[src/rtl/imem_pkg.sv]
// Shared constants, state type and PC helpers for the loadable instruction memory.
package imem_pkg;

  localparam logic [31:0] NOP = 32'd0;

  typedef enum logic [1:0] {RUN, LOAD, FAULT} imem_state_t;

  // Word index of a byte address; equivalent to pc[aw+1:2].
  function automatic logic [31:0] pc_to_index(input logic [31:0] pc, input int unsigned aw);
    return (pc >> 2) & ((32'd1 << aw) - 32'd1);
  endfunction

  function automatic logic pc_in_range(input logic [31:0] pc, input int unsigned depth);
    return pc < (depth * 4);
  endfunction

endpackage

[src/rtl/imem_array.sv]
// DEPTH x N instruction storage: synchronous write, synchronous read with enable, no reset.
module imem_array #(
  parameter int unsigned N     = 32,
  parameter int unsigned DEPTH = 64,
  parameter int unsigned AW    = $clog2(DEPTH)
) (
  input  logic          clk,
  input  logic          we,
  input  logic [AW-1:0] waddr,
  input  logic [N-1:0]  wdata,
  input  logic          re,
  input  logic [AW-1:0] raddr,
  output logic [N-1:0]  rdata
);

  logic [N-1:0] mem [DEPTH];

  always_ff @(posedge clk) begin
    if (we) begin
      mem[waddr] <= wdata;
    end
    // Read register only updates on an accepted fetch, so it holds across stalls and idles.
    if (re) begin
      rdata <= mem[raddr];
    end
  end

endmodule

[src/rtl/instr_mem_fetch.sv]
// Loadable instruction memory with a registered, stallable, flushable fetch port.
// Optional bounds/alignment checking is enabled by defining IMEM_BOUNDS_CHECK_EN.
module instr_mem_fetch
  import imem_pkg::*;
#(
  parameter int unsigned N     = 32,
  parameter int unsigned DEPTH = 64,
  localparam int unsigned AW   = $clog2(DEPTH)
) (
  input  logic          clk,
  input  logic          rst,
  input  logic          load_en,
  input  logic [AW-1:0] load_addr,
  input  logic [N-1:0]  load_data,
  input  logic          req,
  input  logic [N-1:0]  pc,
  output logic          ready,
  input  logic          stall,
  input  logic          flush,
  output logic [N-1:0]  instruction,
  output logic          valid,
  output logic          fault,
  output logic [31:0]   fetch_count
);

  logic [31:0]   pc32;
  logic [AW-1:0] idx;
  logic          accept;
  logic          bad;
  logic          rd_en;
  logic [N-1:0]  rdata;

  imem_state_t   state_q;
  logic          valid_q;
  logic          fault_q;
  logic          zero_q;
  logic [31:0]   count_q;

  assign pc32 = 32'(pc);
  assign idx  = AW'(pc_to_index(pc32, AW));

`ifdef IMEM_BOUNDS_CHECK_EN
  assign bad = (pc32[1:0] != 2'b00) || !pc_in_range(pc32, DEPTH);
`else
  assign bad = 1'b0;
`endif

  assign ready  = !load_en && (state_q != FAULT) && !fault_q && !(valid_q && stall);
  // A flush in the same cycle drops the request without counting it.
  assign accept = req && ready && !flush;
  assign rd_en  = accept && !bad;

  imem_array #(
    .N     (N),
    .DEPTH (DEPTH),
    .AW    (AW)
  ) u_array (
    .clk   (clk),
    .we    (load_en),
    .waddr (load_addr),
    .wdata (load_data),
    .re    (rd_en),
    .raddr (idx),
    .rdata (rdata)
  );

  always_ff @(posedge clk) begin
    if (rst) begin
      state_q <= RUN;
      valid_q <= 1'b0;
      fault_q <= 1'b0;
      zero_q  <= 1'b1;
      count_q <= 32'd0;
    end else if (load_en) begin
      state_q <= LOAD;
      valid_q <= 1'b0;
    end else if (flush) begin
      state_q <= RUN;
      valid_q <= 1'b0;
      fault_q <= 1'b0;
      zero_q  <= 1'b1;
    end else if (fault_q) begin
      state_q <= FAULT;
    end else if (valid_q && stall) begin
      state_q <= RUN;
    end else if (accept) begin
      state_q <= bad ? FAULT : RUN;
      valid_q <= 1'b1;
      fault_q <= bad;
      zero_q  <= bad;
      count_q <= count_q + 32'd1;
    end else begin
      state_q <= RUN;
      valid_q <= 1'b0;
    end
  end

  // zero_q masks the read register after reset, flush or a faulting accept.
  assign instruction = zero_q ? N'(NOP) : rdata;
  assign valid       = valid_q;
  assign fault       = fault_q;
  assign fetch_count = count_q;

endmodule

[config.mk]
export PLATFORM = sky130hd
export DESIGN_NAME = instr_mem_fetch
export DESIGN_NICKNAME = d
export VERILOG_FILES = /design/src/rtl/imem_pkg.sv /design/src/rtl/imem_array.sv /design/src/rtl/instr_mem_fetch.sv
export SDC_FILE = /design/constraint.sdc
export NUM_CORES = 2
export LEC_CHECK = 0
export CAP_MARGIN = 25
export CORE_UTILIZATION = 55
export CTS_CLUSTER_SIZE = 16
export DETAILED_ROUTE_END_ITERATION = 6
export PLACE_DENSITY = 0.73
export SYNTH_ARGS = -nofsm -noshare
export SYNTH_HDL_FRONTEND = slang
export SYNTH_SLANG_ARGS = --single-unit
[constraint.sdc]
create_clock -name clk -period 6.4 [get_ports clk]
set_input_delay 1.28 -clock clk [delete_from_list [all_inputs] [get_ports clk]]
set_output_delay 1.28 -clock clk [all_outputs]
set_load 0.1 [all_outputs]
[Word level (Yosys, flattened, before mapping)]
Memories as Yosys holds them, arrays and structs flattened. A register that Yosys moved wholly into a read port is not among the register bits.
Cells that the tools add are included.
Cells by class
  bitwise logic cells: 4
  multiply operators: 0
  shift operators: 0
  $lt $le $gt $ge: 0
  add/sub/neg operators: 1
  muxes and demuxes: 13
  divide/modulo/power cells: 0
  reduce and logical (&&, ||, !) cells: 15
  equal/unequal tests: 3
Operators by type and width (count)
  adder 32 x 1 -> 32 bit (second input constant): 1
  2-to-1 mux 32 bit: 1
  2-to-1 mux 1 bit: 11
  logical AND 1 bit: 6
  != test 2 bit (second input constant): 3
  AND reduction 5 bit: 1
  logical NOT 1 bit: 4
  NOT 1 bit: 4
  AND reduction 4 bit: 1
  OR reduction 3 bit: 1
  2-to-1 mux 2 bit: 1
  AND reduction 2 bit: 1
  nonzero test 2 bit: 1
Storage, ports and cells
  word-level logic and storage cells: 43
  memory bits (read-only): 0
  memories: 1
  memory bits (writable): 2048
  bits in registers: 37
  bits of input ports: 76
  latch bits: 0
Memories
  u_array.mem: words 64, width 32, rd ports 1, clocked after Yosys merged registers in 1, wr ports 1, RTL line imem_array.sv:16  | logic [N-1:0] mem [DEPTH];

[Longest topological paths before layout]
  word-level depth: 10
  gate-level depth with buffers: 9

[Hierarchy]
Synthesis repeated with hierarchy kept, for this count alone.
Unflattened totals
  cell total of the unflattened synthesis: 3564
  area total of the unflattened synthesis: 80816.3 um^2
Modules (own cells, without submodules)
  imem_array: instances 1, cells each 3324, area each 78835.6 um^2
  instr_mem_fetch: instances 1, cells each 240, area each 1980.6 um^2

[Worst setup path before layout]
Ideal clock, no wire load.
  path kind: input -> register
  from: in load_en
  to: reg count_q[11] (netlist: fetch_count[11])
  buffers on the path: 1
  arrival: 4.799 ns
  library setup time: 0.128 ns
  path slack: 1.474 ns
  cell stages on the path: 6
  path through: clkbuf_1 > a21o_1 > nor3_1 > and4_1 > xnor2_1 > nor2_1
Between the ends
  word-level cells in the longest chain between the ends: 7
Ends and longest elaborated chain
  from (decl): RTL line instr_mem_fetch.sv:12  | input logic load_en,
  logical NOT 1 bit: RTL line instr_mem_fetch.sv:48  | assign ready = !load_en && (state_q != FAULT) && !fault_q && !(valid_q && stall);
  logical AND 1 bit (3 in series): RTL line instr_mem_fetch.sv:48
  logical AND 1 bit (2 in series): RTL line instr_mem_fetch.sv:50  | assign accept = req && ready && !flush;
  via accept: RTL line instr_mem_fetch.sv:28  | logic accept;
  AND reduction 5 bit (no source line)
  to (signal assigned): RTL line instr_mem_fetch.sv:91  | count_q <= count_q + 32'd1;
  to (decl): RTL line instr_mem_fetch.sv:37  | logic [31:0] count_q;
The timed path passes the listed nets, and every way through them passes these cells.
A chain may end at the register's enable or synchronous reset.

[Worst setup path after layout]
  from: in load_en
  to: out ready
Between the ends
  word-level cells in the longest chain between the ends: 4
Ends and longest elaborated chain
  logical NOT 1 bit: RTL line instr_mem_fetch.sv:48
  logical AND 1 bit (3 in series): RTL line instr_mem_fetch.sv:48
  to (decl): RTL line instr_mem_fetch.sv:17  | output logic ready,
Every way passes these cells.

==> results.json <==
{
  "status": "finished clean",
  "clock_skew_ns": 0.03073,
  "clock-root-buffer": "clkbuf_16",
  "post-cts-setup-buffers": 0,
  "crit_path_max_fanout": 7,
  "syn_area_mm2": 0.08058,
  "r2r_slack_ns": 3.70,
  "period_share_pct": 76.44,
  "antenna_found_initial": 36,
  "finalSetupTns_ns": 0,
  "max_freq_mhz": 204.4,
  "start_util_pct": 55.36,
  "synth_ff_type": "edfxtp_1",
  "cp_cell_sequence": "clkdlybuf4s50_1, a21o_1, inv_1, clkdlybuf4s50_1",
  "fin_crit_ns": 4.892,
  "totalWireLength_um": 203700,
  "syn_to_final_growth_pct": 13.13,
  "crit_top_cell": "clkdlybuf4s50_1",
  "drtIter0Drc": 6083,
  "via_count": 40345,
  "syn_nets": 3729,
  "clkTransAtPathRegs_ns": 0.06,
  "finalWeightedCongestion": 0.8814,
  "ys_types": 47,
  "drv_cap": 0,
  "first_pass_iters": 6,
  "place_hpwl_um": 114300,
  "post_cts_resized": 0,
  "grt_pass1_wl_um": 287200,
  "grtUsageTotal_pct": 27.85,
  "grt_max_degree": 78,
  "seq_area_frac_synth_pct": 78.36,
  "synth_edf_count": 2080,
  "cts.sinks": 2114,
  "die-area_mm2": 0.1480,
  "n_fill_cell": 9511,
  "reg2reg_to": "u_array.rdata[25]",
  "start_kind": "input pin",
  "hp-class": "register to register",
  "yosysWarningCount": 0,
  "placed_area_mm2": 0.08481,
  "vias_per_cell": 6.707,
  "p_leak_nw": 28.15,
  "cts_tree": "done",
  "portBuffers": 115,
  "hold_viol": 0,
  "wl_per_cell_um": 33.86,
  "die_h_um": 384.8,
  "synth_seq_cells": 2114,
  "row_count": 140,
  "rr_worst_depth": 5,
  "holdBufCountCts": 0,
  "tightestPinTransition_ns": 1.116,
  "synthTopCellsByArea": "edfxtp_1 78%, mux4_2 14%, dfxtp_1 0.84%",
  "slew_headroom_pct": 25.38,
  "synth_common_cells": "2080 x edfxtp_1, 499 x mux4_2, 102 x nor2_1, 92 x nand2_1, 84 x buf_2",
  "postRouteAntennaNets": 0,
  "p_per_area_mw_per_mm2": 311.0,
  "synth_top_area_share_pct": 77.51,
  "clockBufferDepth": 3,
  "syn_inst": 3652,
  "slowest_delay_ns": 1.15,
  "cp_data_required_time_ns": 5.12,
  "clock_latency_ns": 0.83,
  "ir_drop_uv": 251.3,
  "crit_start": "load_en",
  "arrival_ns": 3.61,
  "fin_area_mm2": 0.09116,
  "critPathCaptureType": "output pin",
  "cts.htree.levels": 4,
  "critPathSlowestCell": "clkdlybuf4s50_1",
  "grt_pass1_vias": 39551,
  "synth_most_common_cell": "edfxtp_1",
  "drive_above_1_share_pct": 25.71,
  "rsz0062_at_grt": "no",
  "coreArea_mm2": 0.1456,
  "gr-total-overflow": 0,
  "drv_slew": 0,
  "setup_viol": 0,
  "timing.rr.start": "u_array.mem[35][25]",
  "io_pins": 143,
  "nets": 3999,
  "critPathKind": "input pin to output pin",
  "crit_end": "ready",
  "die-width_um": 384.8,
  "numCtsBuffers": 198,
  "route.detailed.drc": 0,
  "postSynth.asyncResetShare_pct": 0,
  "synth_area_per_cell_um2": 22.06,
  "yosys.area.top_type": "edfxtp_1"
}
-- registers in the layout, summed over array words and instances (netlist names) --
signal	cells
u_array.rdata	32
valid	1
u_array.mem	2048
zero_q	1
fetch_count	32
-- power breakdown --
| part | leakage (nW) | switching, W | internal, W | total [W] |
|---|---|---|---|---|
| combinational | 6.08 | 0.000980 | 0.000485 | 0.00146 |
| clock | 3.09 | 0.00502 | 0.00653 | 0.0115 |
| sequential | 19.0 | 0.0000289 | 0.0153 | 0.0153 |
-- cell families (layout without fill, tap and decap cells) --
kind of cell / Yosys count / count (layout) / synth area share, %
AO/OA/AOI/OAI: 241 / 241 / 2.154
flip-flops: 2114 / 2114 / 78.36
other: 1 / 8 / 0.004654
AND/OR/NAND/NOR: 499 / 499 / 3.161
XOR/XNOR: 21 / 21 / 0.2283
buffers and inverters: 217 / 656 / 1.388
multiplexers: 558 / 558 / 14.69
adder cells (fa/ha/maj): 1 / 1 / 0.01553
-- layout make-up --
class                      count  area [µm²]  area share (%)
sequential                  2114       63140           69.27
clock buffer                 261        5319           5.835
timing repair buffer         275        2422           2.657
antenna                        7       17.52         0.01922
tap                         1917        2399           2.631
multi-input combinational   1321       16830           18.46
inverter                      12       45.04         0.04941
clock inverter               108       987.2           1.083
-- cells in the final DEF (no fill, tap or decap), types with 33 or more instances in the layout --
master / n
a22oi_1: 58
buf_2: 33
buf_4: 142
clkbuf_1: 57
clkbuf_16: 204
clkdlybuf4s50_1: 78
clkinv_1: 42
clkinv_2: 37
dfxtp_1: 33
edfxtp_1: 2080
mux2i_1: 53
mux4_2: 499
nand2_1: 92
nand3_1: 77
nand4_1: 65
nor2_1: 37
nor2_4: 63
nor2b_1: 52
o221ai_1: 48
o22ai_1: 66
-- critical path, delay by kind of cell --
family	cells	cell delay, ns
AO/OA/AOI/OAI	1	0.33
buffers and inverters	3	2.00
-- metrics by stage --
stage / worst slack (ns) / std cells / util, % / total power (W) / hold WS (ns)
after global placement: 1.412 / 5632 / 58.21 / 0.01705 / 0.4869
after CTS: 1.497 / 6005 / 62.59 / 0.02843 / 0.5252
after detailed placement: 1.468 / 5636 / 58.26 / 0.01708 / 0.5164
after floorplan: 1.474 / 3652 / - / 0.01641 / 0.7407
final: 1.508 / 6015 / 62.62 / 0.02835 / 0.5251
after global routing: 1.443 / 6009 / 62.61 / 0.02901 / 0.5646
-- layer usage --
layer	wire length [µm]	share of wire [%]	up-vias	GRT usage (%)
met4	6667	3.3	30	9.730
met2	97560	48	2677	43.56
met1	75440	37	21220	38.69
li1	-	-	16021	-
met5	186	0.091	-	0
met3	23840	12	397	6.934
-- how the worst min path moves through the flow --
stage                     slack [ns]            start         endpoint  cells past startpoint
after floorplan                 0.74           zero_q           zero_q                      3
after global placement          0.49  fetch_count[10]  fetch_count[10]                      2
after detailed placement        0.52   fetch_count[6]   fetch_count[6]                      2
after CTS                       0.53   fetch_count[6]   fetch_count[6]                      2
after global routing            0.56  fetch_count[10]  fetch_count[10]                      2
final                           0.53  fetch_count[10]  fetch_count[10]                      2
Note: power is estimated with default switching activity, not from simulation.
